File: config.mk
export PLATFORM = sky130hd
export DESIGN_NAME = muldiv_seq_ex
export DESIGN_NICKNAME = d
export VERILOG_FILES = /design/src/rtl/muldiv_seq_ex_pkg.sv /design/src/rtl/muldiv_seq_ex.sv
export SDC_FILE = /design/constraint.sdc
export NUM_CORES = 1
export LEC_CHECK = 0
export CORE_MARGIN = 2
export CORE_UTILIZATION = 38
export DETAILED_ROUTE_END_ITERATION = 10
export GPL_ROUTABILITY_DRIVEN = 0
export HOLD_SLACK_MARGIN = 0.15
export PLACE_DENSITY = 0.66
export SYNTH_ARGS = -nofsm -noshare
export SYNTH_HDL_FRONTEND = slang
export SYNTH_SLANG_ARGS = --single-unit
File: constraint.sdc
create_clock -name clk -period 2.8 [get_ports clk]
set_clock_uncertainty 0.1 [all_clocks]
set_input_delay 0.28 -clock clk [delete_from_list [all_inputs] [get_ports clk]]
set_output_delay 0.28 -clock clk [all_outputs]
set_load 0.03 [all_outputs]
File: src/rtl/muldiv_seq_ex_pkg.sv
// -----------------------------------------------------------------------------
// muldiv_seq_ex_pkg
// Shared EX-stage definitions used by the multi-cycle multiply/divide
// sequencer and by the EX-level ALU mux:
//   - ALU operation codes for the shared 2-bit add/sub/or/and ALU
//   - multiply/divide opcode encoding
//   - sequencer state encoding
// -----------------------------------------------------------------------------
`timescale 1ns/1ps

package muldiv_seq_ex_pkg;

  // Shared ALU operation select
  localparam logic [1:0] ALU_ADD = 2'b00;
  localparam logic [1:0] ALU_SUB = 2'b01;
  localparam logic [1:0] ALU_OR  = 2'b10;
  localparam logic [1:0] ALU_AND = 2'b11;

  // Multiply/divide opcode; bit 1 separates the divide family from multiply
  typedef enum logic [1:0] {
    MD_MUL   = 2'b00,
    MD_MULHU = 2'b01,
    MD_DIVU  = 2'b10,
    MD_REMU  = 2'b11
  } md_op_e;

  // Sequencer states
  typedef enum logic [1:0] {
    ST_IDLE = 2'b00,
    ST_RUN  = 2'b01,
    ST_DONE = 2'b10
  } md_state_e;

endpackage

File: src/rtl/muldiv_seq_ex.sv
// -----------------------------------------------------------------------------
// muldiv_seq_ex
// Multi-cycle unsigned multiply/divide sequencer for the EX stage. Drives the
// shared ALU once per cycle for XLEN steps: shift-add for MUL/MULHU, restoring
// division for DIVU/REMU. Holds the pipeline with stall_req while running and
// presents the result with a one-cycle done pulse.
//
// Ports
//   clk        in   rising-edge clock
//   rst        in   synchronous active-high reset
//   start      in   operation request, sampled only in IDLE
//   flush      in   abort current operation
//   op         in   00 MUL, 01 MULHU, 10 DIVU, 11 REMU
//   rs1, rs2   in   multiplicand/dividend, multiplier/divisor
//   alu_out    in   shared ALU result (single-cycle combinational path)
//   alu_op_a   out  ALU operand A
//   alu_op_b   out  ALU operand B
//   alu_signal out  ALU op select (only add/sub issued)
//   busy       out  state is not IDLE
//   stall_req  out  pipeline hold
//   done       out  one-cycle result-valid pulse
//   result     out  registered result
// -----------------------------------------------------------------------------
`timescale 1ns/1ps

module muldiv_seq_ex
  import muldiv_seq_ex_pkg::*;
#(
  parameter int XLEN = 32
) (
  input  logic            clk,
  input  logic            rst,
  input  logic            start,
  input  logic            flush,
  input  logic [1:0]      op,
  input  logic [XLEN-1:0] rs1,
  input  logic [XLEN-1:0] rs2,
  input  logic [XLEN-1:0] alu_out,
  output logic [XLEN-1:0] alu_op_a,
  output logic [XLEN-1:0] alu_op_b,
  output logic [1:0]      alu_signal,
  output logic            busy,
  output logic            stall_req,
  output logic            done,
  output logic [XLEN-1:0] result
);

  localparam int              CNT_W    = $clog2(XLEN);
  localparam logic [CNT_W-1:0] LAST_CNT = CNT_W'(XLEN - 1);

  md_state_e        state, state_n;
  md_op_e           op_q;
  logic [CNT_W-1:0] cnt;

  // Working registers shared by both algorithms:
  //   acc   : hi  (multiply) / rem  (divide)
  //   shreg : lo  (multiply) / quo  (divide)
  //   oper  : mcand (multiply) / dvsr (divide)
  logic [XLEN-1:0] acc, shreg, oper;
  logic [XLEN-1:0] acc_n, shreg_n;

  // Previous result, restored if an operation is flushed while in DONE
  logic [XLEN-1:0] result_prev;
  logic [XLEN-1:0] res_n;

  logic            is_mul;
  logic            carry;
  logic            m_bit;
  logic            ge;
  logic [XLEN-1:0] sh;

  assign is_mul = (op_q == MD_MUL) || (op_q == MD_MULHU);

  // ---------------------------------------------------------------------------
  // FSM next-state and status outputs
  // ---------------------------------------------------------------------------
  always_comb begin
    // NOTE: every variable gets a default before the case so no path leaves
    // it unassigned, which would otherwise infer a latch.
    state_n   = state;
    busy      = (state != ST_IDLE);
    stall_req = 1'b0;
    done      = 1'b0;
    case (state)
      ST_IDLE: begin
        stall_req = start && !flush;
        if (start && !flush) state_n = ST_RUN;
      end
      ST_RUN: begin
        stall_req = 1'b1;
        if (flush)                 state_n = ST_IDLE;
        else if (cnt == LAST_CNT)  state_n = ST_DONE;
      end
      ST_DONE: begin
        // A flush in DONE kills the operation, so the pulse is suppressed
        done    = !flush;
        state_n = ST_IDLE;
      end
      default: state_n = ST_IDLE;
    endcase
  end

  // ---------------------------------------------------------------------------
  // Step datapath: ALU operands and next working-register values
  // ---------------------------------------------------------------------------
  always_comb begin
    alu_op_a   = '0;
    alu_op_b   = '0;
    alu_signal = ALU_ADD;
    acc_n      = acc;
    shreg_n    = shreg;
    carry      = 1'b0;
    // Remainder shifted left by one with the next dividend bit: 33-bit value
    // split into its low word and the bit that falls off the top.
    sh         = {acc[XLEN-2:0], shreg[XLEN-1]};
    m_bit      = acc[XLEN-1];
    ge         = 1'b0;
    if (state == ST_RUN) begin
      if (is_mul) begin
        alu_op_a   = acc;
        alu_op_b   = shreg[0] ? oper : '0;
        alu_signal = ALU_ADD;
        // Unsigned overflow of hi + addend shows up as a wrapped sum
        carry      = (alu_out < acc);
        acc_n      = {carry, alu_out[XLEN-1:1]};
        shreg_n    = {alu_out[0], shreg[XLEN-1:1]};
      end else begin
        alu_op_a   = sh;
        alu_op_b   = oper;
        alu_signal = ALU_SUB;
        // With the top bit set the shifted remainder exceeds any divisor, and
        // the ALU's wrapped difference is still the correct low word.
        ge         = m_bit || (sh >= oper);
        acc_n      = ge ? alu_out : sh;
        shreg_n    = {shreg[XLEN-2:0], ge};
      end
    end
  end

  // Result selected from the values produced by the final step
  always_comb begin
    case (op_q)
      MD_MUL:   res_n = shreg_n;
      MD_MULHU: res_n = acc_n;
      MD_DIVU:  res_n = shreg_n;
      MD_REMU:  res_n = acc_n;
      default:  res_n = shreg_n;
    endcase
  end

  // ---------------------------------------------------------------------------
  // State and datapath registers
  // ---------------------------------------------------------------------------
  always_ff @(posedge clk) begin
    // NOTE: sequential state uses non-blocking assignments so every register
    // samples pre-edge values regardless of statement order.
    if (rst) begin
      state       <= ST_IDLE;
      op_q        <= MD_MUL;
      cnt         <= '0;
      acc         <= '0;
      shreg       <= '0;
      oper        <= '0;
      result      <= '0;
      result_prev <= '0;
    end else begin
      state <= state_n;
      case (state)
        ST_IDLE: begin
          if (start && !flush) begin
            op_q  <= md_op_e'(op);
            cnt   <= '0;
            acc   <= '0;
            // Multiply: lo = multiplier, mcand = multiplicand.
            // Divide:   quo = dividend,  dvsr  = divisor.
            shreg <= op[1] ? rs1 : rs2;
            oper  <= op[1] ? rs2 : rs1;
          end
        end
        ST_RUN: begin
          if (!flush) begin
            acc   <= acc_n;
            shreg <= shreg_n;
            cnt   <= cnt + CNT_W'(1);
            // Result is written on the last step edge so it is valid during
            // DONE, when the EX/MEM register is allowed to capture it.
            if (cnt == LAST_CNT) begin
              result_prev <= result;
              result      <= res_n;
            end
          end
        end
        ST_DONE: begin
          if (flush) result <= result_prev;
        end
        default: ;
      endcase
    end
  end

endmodule

==> metrics.md <==
| Metric | Value |
|---|---|
| Status | `completed` |
| Reg area | `3410 um2` |
| Number of global-route vias before repair | `approximately 10000` |
| Kind of end point of the critical path | `flip-flop` |
| Routed vias/inst | `roughly 6` |
| CTS buffer count | `17` |
| Post-DP Area | `around 14000 um2` |
| DRT iter0 DRCs | `roughly 1500` |
| Core box area | `roughly 28000 um2` |
| Clk slew on worst S/H paths | `approximately 0.080 ns` |
| Post-synth EDFFs | `0` |
| Initial antenna violation count | `0` |
| Post-synthesis sequential area ratio | `a little under a third` |
| Worst vdd ir | `0.000390 V` |
| Commonest non-fill, non-tap cell in the layout | `clkdlybuf4s50_1` |
| Cell count after synthesis | `between 1000 and 1500` |
| Req. time, crit path | `3.03 ns` |
| Maximum fanout along the worst path | `7` |
| RSZ-0062 raised after global routing | `true` |
| Layout cells sized above 1 | `17.4%` |
| Drt first pass iters | `6` |
| Insertion delay to the later sink of the worst-skew pair | `between 0.4 and 0.5 ns` |
| Area of the multi-input gates | `slightly above 7000 um2` |
| Highest clock rate | `357 MHz` |
| Fin. Hold Viols | `0` |
| Initial core utilization | `between 30% and 40%` |
| # H-tree levels | `4` |
| Max incr delay on CP | `~0.46 ns` |
| Overall power | `about 6600 uW` |
| Largest net degree at the start of global routing | `99` |
| Maxcap violations | `0` |
| Dpl hpwl | `roughly 33000 um` |
| Synth unique cells | `a little over 60` |
| I/O pin count | `203` |
| Setup TNS | `0 ns` |
| Worst path slowest cell | `dfxtp_2` |
| Hold-fix buffers, CTS | `0` |
| Port bufs | `201` |
| Layout Area Growth over Synthesis | `37.0%` |
| Async S/R FF share, synth | `0%` |
| Die height | `~170 um` |
| ANT cells | `0` |
| Most used cell, CP | `buf_4` |
| Worst setup margin | `roughly 0.0011 ns` |
| Final slew viol count | `0` |
| Clk root buf | `clkbuf_16` |
| Post-Place Worst Slack | `-0.0365 ns` |
| GRT overflow | `0` |
| Setup violators final | `0` |
| Ys Warns | `0` |
| Die area | `about 30000 um2` |
| Crit path DAT | `3.03 ns` |
| Pleak | `0.00583 uW` |
| Busiest grt layer | `met2` |
| Met2 global-route usage | `between 40% and 50%` |
| DR DRC count | `0` |
| Drt wl/cell | `23.0 um` |
| Die width | `173 um` |
| Nets | `between 1500 and 2000` |
| Syn Area/Cell | `8.00 um2` |
| Slew @ Worst Pin | `about 1.3 ns` |
| Global router's overall resource usage | `27.8%` |
| Cell row count | `61` |
| Power Density | `roughly 440 nW/um2` |
| Netlist Area Pre-Place | `10900 um2` |
| Vias | `11700` |
| Final antenna-violating net count | `0` |
| Primary FF master, synth | `dfxtp_1` |
| Rel. slew slack | `between 10% and 20%` |
| Hold slack | `0.204 ns` |
| CTS tree | `done` |
| Synthesized flop and latch total | `roughly 170` |
| Fin crit share | `approximately 100%` |
| Met1 Use GR | `37.3%` |
| Met3 global-route usage | `5.54%` |
| FILL cells | `between 2000 and 3000` |
| Final instance area | `~15000 um2` |
| CP Class | `reg -> reg` |
| Crit path launch type | `flip-flop` |
| # clock sinks | `approximately 170` |
| Syn_nets | `around 1500` |
| Most frequent cells in the layout | `179 x clkdlybuf4s50_1, 164 x nor2_1, 153 x dfxtp_1, 112 x nand2_1, 96 x mux2i_1` |
| First-pass GRT wire length | `about 64000 um` |
| Routed WL | `around 45000 um` |
| Worst Hold Class | `in -> reg` |
| Crit path time final | `2.80 ns` |
| Clk buf depth | `2` |
| Ordered cell list for the critical path | `ha_1 > nand4_1 > buf_4 > nor3_2 > a311o_1 > buf_4 > o211a_4 > buf_8 > o21ai_4 > o311ai_4 > a32o_1` |
==> worst max-delay path: cells and delay by family (launching register included) <==
kind	cells	cell delay [ns]
buffers and inverters	3	0.45
AO/OA/AOI/OAI	5	1.17
flip-flops	1	0.46
adder cells (fa/ha/maj)	1	0.29
AND/OR/NAND/NOR	2	0.21
==> where the power goes <==
part | internal (uW) | total [uW] | switching [uW]
Combinational | 669 | 1540 | 870
Sequential | 2490 | 2560 | 75.2
Clock | 1230 | 2470 | 1240
Total | 4380 | 6570 | 2180
==> cells by family (layout without fill, tap and decap cells) <==
logic type      count (synthesis)  count (layout)  synth area share [%]
fa+ha+maj                      65              65                  7.49
other cells                     1               1                0.0346
buf+inv                       186             407                  6.97
compound gates                392             393                  25.3
flops                         169             169                  31.2
mux                           127             127                  12.1
simple gates                  414             414                  16.8
xor+xnor                        2               2                 0.161
==> stage by stage <==
stage | utilization [%] | std cells
after global routing | 53.2 | 1956
after floorplan | - | 1356
after CTS | 51.3 | 1942
after detailed placement | 48.9 | 1909
final | 53.2 | 1956
after global placement | 48.9 | 1909
==> flip-flops by register name (all words and copies together), names as in the netlist <==
signal / flops
cnt: 5
shreg: 32
result_prev: 32
state: 2
oper: 32
result: 32
op_q: 2
acc: 32
==> Yosys cell counts, types with 15 or more instances <==
cell | instances | share of area [%]
clkbuf_1 | 85 | 2.9
dfxtp_1 | 169 | 31
nor2_1 | 167 | 5.8
nand2_1 | 112 | 3.9
buf_1 | 15 | 0.52
nor3_1 | 73 | 3.4
a32o_1 | 16 | 1.5
ha_1 | 65 | 7.5
mux2_2 | 31 | 3.2
a221o_1 | 16 | 1.5
a21o_1 | 17 | 1.2
o21ai_0 | 59 | 2.7
o21ai_1 | 25 | 1.2
or2_2 | 18 | 1.0
mux2i_1 | 96 | 8.9
a21oi_1 | 86 | 4.0
a211oi_1 | 68 | 4.7
a221oi_1 | 17 | 1.4
inv_1 | 68 | 2.4
==> layer usage <==
layer / wire length [um] / share of wire [%]
met4: 2410 / 5.4
met1: 18800 / 42
met5: 0 / 0
met3: 4190 / 9.3
met2: 19500 / 43
==> timing repair <==
action	4_1_cts	5_1_grt
gates resized for setup	9	90
cloned	0	9
setup buffers	1	5
pin swaps	3	13
endpoints found under the setup margin	49	86
==> final timing paths <==
kind | start | to | slack, ns | cells past startpoint
setup / recovery | acc[9] | acc[20] | 0.001 | 11
hold / removal | op[1] | oper[6] | 0.20 | 3
setup reg to reg | acc[9] | acc[20] | 0.001 | 11
hold reg to reg | result_prev[13] | result_prev[13] | 0.36 | 2
==> cell type report <==
class                           instances  share of cell area, %
Inverter                               68                   1.72
Sequential cell                       169                   22.9
Clock buffer                           17                   2.86
Tap cell                              378                   3.18
Clock inverter                         15                   1.29
Timing Repair Buffer                  307                   20.7
Multi-Input combinational cell       1002                   47.4
Note: power is estimated with default switching activity, not from simulation.
